[src/rtl/if_stage_pkg.sv]
// if_stage_pkg: shared types and helpers for the instruction-fetch stage.
// Also used by if_stage_icache, which is only built when IF_ICACHE_EN is defined.
package if_stage_pkg;

    localparam int INST_W      = 32;
    localparam int ADDR_W      = 32;
    localparam int WORD_ADDR_W = ADDR_W - 2;  // word address, byte offset dropped

    typedef logic [ADDR_W-1:0] inst_addr_t;
    typedef logic [INST_W-1:0] inst_t;

    typedef enum logic {
        IF_FETCH = 1'b0,  // issuing / receiving the four bytes of a word
        IF_HOLD  = 1'b1   // word presented, waiting for downstream to take it
    } if_state_e;

    // Drop one byte into lane idx of a word (lane 0 = bits 7:0, little-endian).
    function automatic inst_t insert_byte(input inst_t word, input logic [1:0] idx,
                                          input logic [7:0] data);
        inst_t res;
        res              = word;
        res[8*idx +: 8]  = data;
        return res;
    endfunction

endpackage

[src/rtl/if_stage_icache.sv]
// if_stage_icache: direct-mapped instruction cache, one 32-bit word per line.
// Combinational lookup, fill on a single-cycle strobe. Instantiated by if_stage
// only when IF_ICACHE_EN is defined.
module if_stage_icache
    import if_stage_pkg::*;
#(
    parameter int LINES = 64
) (
    input  logic                   clk,
    input  logic                   rst,
    input  logic [WORD_ADDR_W-1:0] lookup_word_i,
    output logic                   hit_o,
    output inst_t                  hit_data_o,
    input  logic                   fill_en_i,
    input  logic [WORD_ADDR_W-1:0] fill_word_i,
    input  inst_t                  fill_data_i
);

    localparam int IDX_W = $clog2(LINES);
    localparam int TAG_W = WORD_ADDR_W - IDX_W;

    logic [LINES-1:0] valid_q, valid_d;
    logic [TAG_W-1:0] tag_q  [LINES];
    inst_t            data_q [LINES];

    logic [IDX_W-1:0] lookup_idx, fill_idx;
    logic [TAG_W-1:0] lookup_tag, fill_tag;

    assign lookup_idx = lookup_word_i[IDX_W-1:0];
    assign lookup_tag = lookup_word_i[WORD_ADDR_W-1:IDX_W];
    assign fill_idx   = fill_word_i[IDX_W-1:0];
    assign fill_tag   = fill_word_i[WORD_ADDR_W-1:IDX_W];

    assign hit_o      = valid_q[lookup_idx] && (tag_q[lookup_idx] == lookup_tag);
    assign hit_data_o = data_q[lookup_idx];

    // Mark the filled line valid.
    always_comb begin
        valid_d = valid_q;
        if (fill_en_i) begin
            valid_d[fill_idx] = 1'b1;
        end
    end

    // Valid bits: cleared on reset so every line starts as a miss.
    always_ff @(posedge clk) begin
        if (rst) begin
            valid_q <= '0;
        end else begin
            valid_q <= valid_d;
        end
    end

    // Tag/data storage written on fill.
    // NOTE: tag/data arrays carry no reset; a cleared valid bit already masks stale contents.
    always_ff @(posedge clk) begin
        if (fill_en_i) begin
            tag_q[fill_idx]  <= fill_tag;
            data_q[fill_idx] <= fill_data_i;
        end
    end

endmodule

[src/rtl/if_stage.sv]
// if_stage: RV32I instruction fetch over a shared byte-wide memory port.
// Four byte reads per word, assembled little-endian and presented with a
// valid/stall handshake; branch_flag_i redirects from any state.
// Optional direct-mapped I-cache: define IF_ICACHE_EN.
module if_stage
    import if_stage_pkg::*;
#(
    parameter inst_addr_t RESET_PC     = 32'h0000_0000,
    parameter int         ICACHE_LINES = 64
) (
    input  logic             clk,
    input  logic             rst,
    input  logic             stall_i,
    input  logic             branch_flag_i,
    input  logic [31:0]      branch_target_addr_i,
    output logic             mem_req_o,
    output logic [31:0]      mem_addr_o,
    input  logic             mem_gnt_i,
    input  logic [7:0]       mem_din_i,
    output logic [31:0]      pc_o,
    output logic [31:0]      inst_o,
    output logic             inst_valid_o
);

    if_state_e  state_q, state_d;
    inst_addr_t pc_q, pc_d;
    inst_t      inst_q, inst_d;
    logic       valid_q, valid_d;
    logic [2:0] issue_cnt_q, issue_cnt_d;  // bytes requested, 0..4
    logic [1:0] recv_cnt_q, recv_cnt_d;    // next byte lane to fill
    logic       pend_q, pend_d;            // a granted byte arrives this cycle

    logic       fetch_start;  // first cycle of a fetch, nothing issued yet
    logic       cache_hit;
    inst_t      cache_data;
    logic       use_hit;      // serve this fetch from the cache
    logic       mem_req;
    logic       last_byte;    // byte 3 is captured on this edge

    assign fetch_start = (state_q == IF_FETCH) && (issue_cnt_q == 3'd0) &&
                         (recv_cnt_q == 2'd0) && !pend_q;

`ifdef IF_ICACHE_EN
    logic cache_fill;

    assign cache_fill = !rst && last_byte;

    if_stage_icache #(
        .LINES(ICACHE_LINES)
    ) u_icache (
        .clk          (clk),
        .rst          (rst),
        .lookup_word_i(pc_q[ADDR_W-1:2]),
        .hit_o        (cache_hit),
        .hit_data_o   (cache_data),
        .fill_en_i    (cache_fill),
        .fill_word_i  (pc_q[ADDR_W-1:2]),
        .fill_data_i  (inst_d)
    );
`else
    // ICACHE_LINES only matters when the cache is built in.
    logic [31:0] unused_icache_lines;
    assign unused_icache_lines = 32'(ICACHE_LINES);
    assign cache_hit           = 1'b0;
    assign cache_data          = '0;
`endif

    // A redirect in the same cycle cancels a hit.
    assign use_hit   = fetch_start && cache_hit && !branch_flag_i;
    assign last_byte = (state_q == IF_FETCH) && pend_q && (recv_cnt_q == 2'd3) &&
                       !branch_flag_i && !use_hit;

    // Byte request: only in FETCH with bytes left, never during reset, a redirect or a hit.
    always_comb begin
        mem_req = 1'b0;
        if (!rst && !branch_flag_i && !use_hit &&
            (state_q == IF_FETCH) && (issue_cnt_q < 3'd4)) begin
            mem_req = 1'b1;
        end
    end

    assign mem_req_o    = mem_req;
    assign mem_addr_o   = rst ? '0 : pc_q + {29'd0, issue_cnt_q};
    assign pc_o         = pc_q;
    assign inst_o       = inst_q;
    assign inst_valid_o = valid_q;

    // Next-state logic: request/receive in FETCH, handshake in HOLD, redirect overrides both.
    // NOTE: every _d starts from its _q value so no path leaves it unassigned (no latch).
    always_comb begin
        state_d     = state_q;
        pc_d        = pc_q;
        inst_d      = inst_q;
        valid_d     = valid_q;
        issue_cnt_d = issue_cnt_q;
        recv_cnt_d  = recv_cnt_q;
        pend_d      = mem_req && mem_gnt_i;

        if (mem_req && mem_gnt_i) begin
            issue_cnt_d = issue_cnt_q + 3'd1;
        end

        case (state_q)
            IF_FETCH: begin
                if (use_hit) begin
                    inst_d  = cache_data;
                    valid_d = 1'b1;
                    state_d = IF_HOLD;
                end else if (pend_q) begin
                    inst_d     = insert_byte(inst_q, recv_cnt_q, mem_din_i);
                    recv_cnt_d = recv_cnt_q + 2'd1;
                    if (recv_cnt_q == 2'd3) begin
                        valid_d = 1'b1;
                        state_d = IF_HOLD;
                    end
                end
            end
            IF_HOLD: begin
                if (!stall_i) begin
                    pc_d        = pc_q + 32'd4;
                    valid_d     = 1'b0;
                    issue_cnt_d = 3'd0;
                    recv_cnt_d  = 2'd0;
                    pend_d      = 1'b0;
                    state_d     = IF_FETCH;
                end
            end
            default: state_d = IF_FETCH;
        endcase

        if (branch_flag_i) begin
            pc_d        = branch_target_addr_i;
            valid_d     = 1'b0;
            issue_cnt_d = 3'd0;
            recv_cnt_d  = 2'd0;
            pend_d      = 1'b0;
            state_d     = IF_FETCH;
        end
    end

    // State registers with synchronous reset.
    // NOTE: only this block assigns the flops, and only with <=; always_comb above uses =.
    always_ff @(posedge clk) begin
        if (rst) begin
            state_q     <= IF_FETCH;
            pc_q        <= RESET_PC;
            inst_q      <= '0;
            valid_q     <= 1'b0;
            issue_cnt_q <= 3'd0;
            recv_cnt_q  <= 2'd0;
            pend_q      <= 1'b0;
        end else begin
            state_q     <= state_d;
            pc_q        <= pc_d;
            inst_q      <= inst_d;
            valid_q     <= valid_d;
            issue_cnt_q <= issue_cnt_d;
            recv_cnt_q  <= recv_cnt_d;
            pend_q      <= pend_d;
        end
    end

endmodule

[config.mk]
export PLATFORM = sky130hd
export DESIGN_NAME = if_stage
export DESIGN_NICKNAME = d
export VERILOG_FILES = /design/src/rtl/if_stage_pkg.sv /design/src/rtl/if_stage_icache.sv /design/src/rtl/if_stage.sv
export SDC_FILE = /design/constraint.sdc
export NUM_CORES = 1
export LEC_CHECK = 0
export ABC_AREA = 1
export BUFFER_PORTS_ARGS = -buffer_cell sky130_fd_sc_hd__clkbuf_2
export CAP_MARGIN = 20
export CORE_MARGIN = 2
export CORE_UTILIZATION = 46
export DETAILED_ROUTE_END_ITERATION = 10
export GPL_ROUTABILITY_DRIVEN = 0
export GPL_TIMING_DRIVEN = 0
export HOLD_SLACK_MARGIN = 0.02
export PLACE_DENSITY = 0.8
export SLEW_MARGIN = 10
export SYNTH_ARGS = -nofsm -noshare
export SYNTH_HDL_FRONTEND = slang
export SYNTH_SLANG_ARGS = --single-unit
[constraint.sdc]
create_clock -name clk -period 2 [get_ports clk]
set_input_delay 0.1 -clock clk [delete_from_list [all_inputs] [get_ports clk]]
set_output_delay 0.1 -clock clk [all_outputs]
set_load 0.01 [all_outputs]
==> impl_metrics.json <==
{
  "cp_top_family": "adder cells",
  "diodes": 0,
  "min_path_type": "in -> reg",
  "synth_seq_cells": 72,
  "synth_area_per_cell_sq_um": 6.35,
  "grt_pass1_vias": 5502,
  "yosys-top-cells-count": "nand2_1, nor2_1, inv_1",
  "violations": "negative setup slack",
  "worstPathMaxFanout": 5,
  "hold_viol": 0,
  "max_slew_margin_pct": 44.2,
  "multiInputGateArea_sq_um": 3100,
  "yosysWarnings": 0,
  "placed_cell_area_sq_um": 5520,
  "dp_hpwl_um": 11700,
  "outcome": "complete, but fails checks",
  "antenna_found_initial": 0,
  "rows": 36,
  "worstMarginPinSlew_ns": 0.837,
  "cts_sinks": 72,
  "cellPowerDensity_nw_per_um2": 527,
  "final_area_sq_um": 6520,
  "critPathKind": "reg -> out",
  "crit_path_top_delay_cell": "dfxtp_2",
  "drt_iter0_drc": 432,
  "clock.fmax_mhz": 420,
  "vdd_ir_drop_max_v": 0.000413,
  "setup_slack_ns": -0.383,
  "yosysTopAreaCellShare_pct": 31.1,
  "grt_max_degree": 14,
  "seq_area_frac_synth_pct": 31.1,
  "die-height_um": 104,
  "pre_cts_slack_ns": -0.422,
  "max-cap-violations": 0,
  "cp.arrival_ns": 2.28,
  "synth_edf_count": 0,
  "yosysMostFrequentCell": "nand2_1",
  "cts_tree": "built",
  "vias_per_cell": 5.38,
  "cts_buffers": 9,
  "cpMostUsedCell": "inv_2",
  "clk_pin_slew_ns": 0.08,
  "rsz0062_at_grt": "true",
  "fin_crit_ns": 2.38,
  "endpoint_kind": "primary output",
  "drt_first_pass_iters": 5,
  "synthCells": 730,
  "synthFlopType": "dfxtp_1",
  "worstSkewPairLatency_ns": 0.38,
  "startpoint_type": "flop",
  "worst-path-buf-inv": 3,
  "fillers": 839,
  "area_delta_synth_final_pct": 40.8,
  "synth_cell_types": 38,
  "htree_num_levels": 3,
  "clockBufferDepth": 2,
  "grt_pass1_wl_um": 26500,
  "worst_ep_required_time_ns": 1.90,
  "drive_above_1_share_pct": 33.4,
  "start_util_pct": 47.4,
  "num_vias": 5744,
  "finalCritPeriodShare_pct": 119,
  "num-nets-final": 987,
  "synth_nets": 787,
  "clock_skew_ns": 0.0109,
  "ys_async_sr_fraction_pct": 0,
  "grt_use_total_pct": 30.4,
  "yosys-top-cells-area": "dfxtp_1, nand2_1, nor2_1",
  "wl_um": 16900,
  "setup_violations": 27,
  "p_leak_uw": 0.00284,
  "core_area_sq_um": 9770,
  "io_pins": 143,
  "drc": 0,
  "slowest_delay_ns": 0.36,
  "root_buffer": "clkbuf_8",
  "synth_top_area_cell": "dfxtp_1",
  "wl_per_cell_um": 15.8,
  "antenna_left": 0,
  "syn_area_sq_um": 4630,
  "path_cells": "ha_4, inv_2, fa_2, inv_2, nand2_4, a21oi_4, nand3_4, nor2_4, nor2_2, a21oi_2, buf_2",
  "chipWidth_um": 104,
  "gr-total-overflow": 0,
  "io_buffer_count": 142,
  "dieArea_sq_um": 10900,
  "seq_area_sq_um": 1470,
  "slew_violations": 0
}
-- flip-flops by register name, indices dropped and copies added (netlist names) --
register      cells
inst_o           32
pc_o             32
issue_cnt_q       3
recv_cnt_q        2
inst_valid_o      1
pend_q            1
state_q           1
-- routing by layer --
layer | vias to the layer above | part of all wire, % | GRT usage (%)
li1 | 2768 | - | -
met1 | 2577 | 38 | 35.0
met2 | 322 | 46 | 50.5
met3 | 77 | 10 | 7.77
met4 | 0 | 5.5 | 18.3
met5 | - | 0 | 0
-- worst paths after layout --
check / start / endpoint / slack (ns) / cells after the start
worst max-delay path: pc_o[0] / mem_addr_o[14] / -0.38 / 11
worst min register to register: inst_valid_o / inst_valid_o / 0.45 / 2
worst min-delay path: mem_gnt_i / pend_q / 0.03 / 3
worst max register to register: pc_o[2] / pc_o[14] / 0.21 / 9
-- metrics by stage --
step | util [%] | TNS [ns] | instances | hold WS, ns | power, uW
2_1_floorplan | - | 0 | 730 | 0.235 | 1820
3_3_place_gp | 56.4 | -4.94 | 1005 | 0.328 | 2020
3_5_place_dp | 56.4 | -6.18 | 1005 | 0.337 | 2030
4_1_cts | 64.5 | -5.49 | 1057 | 0.0276 | 3390
5_1_grt | 66.7 | -8.44 | 1068 | 0.0470 | 3550
6_report | 66.7 | -6.55 | 1068 | 0.0305 | 3440
-- tightest hold or removal path: cells and delay by family --
kind | cells | cell delay (ns)
buffers and inverters | 2 | 0.18
and+or+nand+nor | 1 | 0.10
-- final cells by class --
type / count / share of cell area [%]
Tap cell: 133 / 2.55
Sequential cell: 72 / 22.6
Inverter: 81 / 4.70
Clock inverter: 6 / 1.40
Multi-Input combinational cell: 553 / 47.5
Clock buffer: 10 / 1.96
Buffer: 24 / 1.82
Timing Repair Buffer: 189 / 17.5
-- cell usage in the layout (no fill, tap or decap), types with 8 or more instances in the layout --
master	n
nor2_2	16
buf_2	21
xor2_1	13
nor2_1	82
buf_6	8
nand3_1	42
buf_4	22
dfxtp_1	50
nand2_1	176
nand2_2	17
a31oi_1	12
o21ai_0	30
clkbuf_1	13
clkbuf_8	9
or3_1	12
dfxtp_2	20
a21oi_1	53
inv_1	76
clkbuf_2	128
a21oi_2	9
nor2_4	18
dlygate4sd3_1	21
-- cell families (layout without fill, tap and decap cells) --
group                    Yosys count  after routing  synth area share, %
adder cells (fa/ha/maj)           12             12                 3.40
flip-flops                        72             72                 31.1
AND/OR/NAND/NOR                  396            396                 38.7
buffers and inverters            105            310                 8.83
AO/OA/AOI/OAI                    131            131                 15.3
XOR/XNOR                          13             13                 2.46
multiplexers                       1              1                0.216
-- timing repair --
action / 4_1_cts / 5_1_grt
pin swaps: 20 / 18
endpoints found under the setup margin: 58 / 35
endpoints found under the hold margin: 20 / 0
gates cloned: 0 / 0
gates resized for setup: 77 / 53
hold buffers: 21 / 0
setup buffers: 15 / 12
-- where the power goes --
part / internal (uW) / switching [uW] / total, uW
Clock: 710 / 630 / 1340
Sequential: 1480 / 81.6 / 1570
Combinational: 219 / 314 / 532
Total: 2410 / 1030 / 3440
Note: power is estimated with default switching activity, not from simulation.
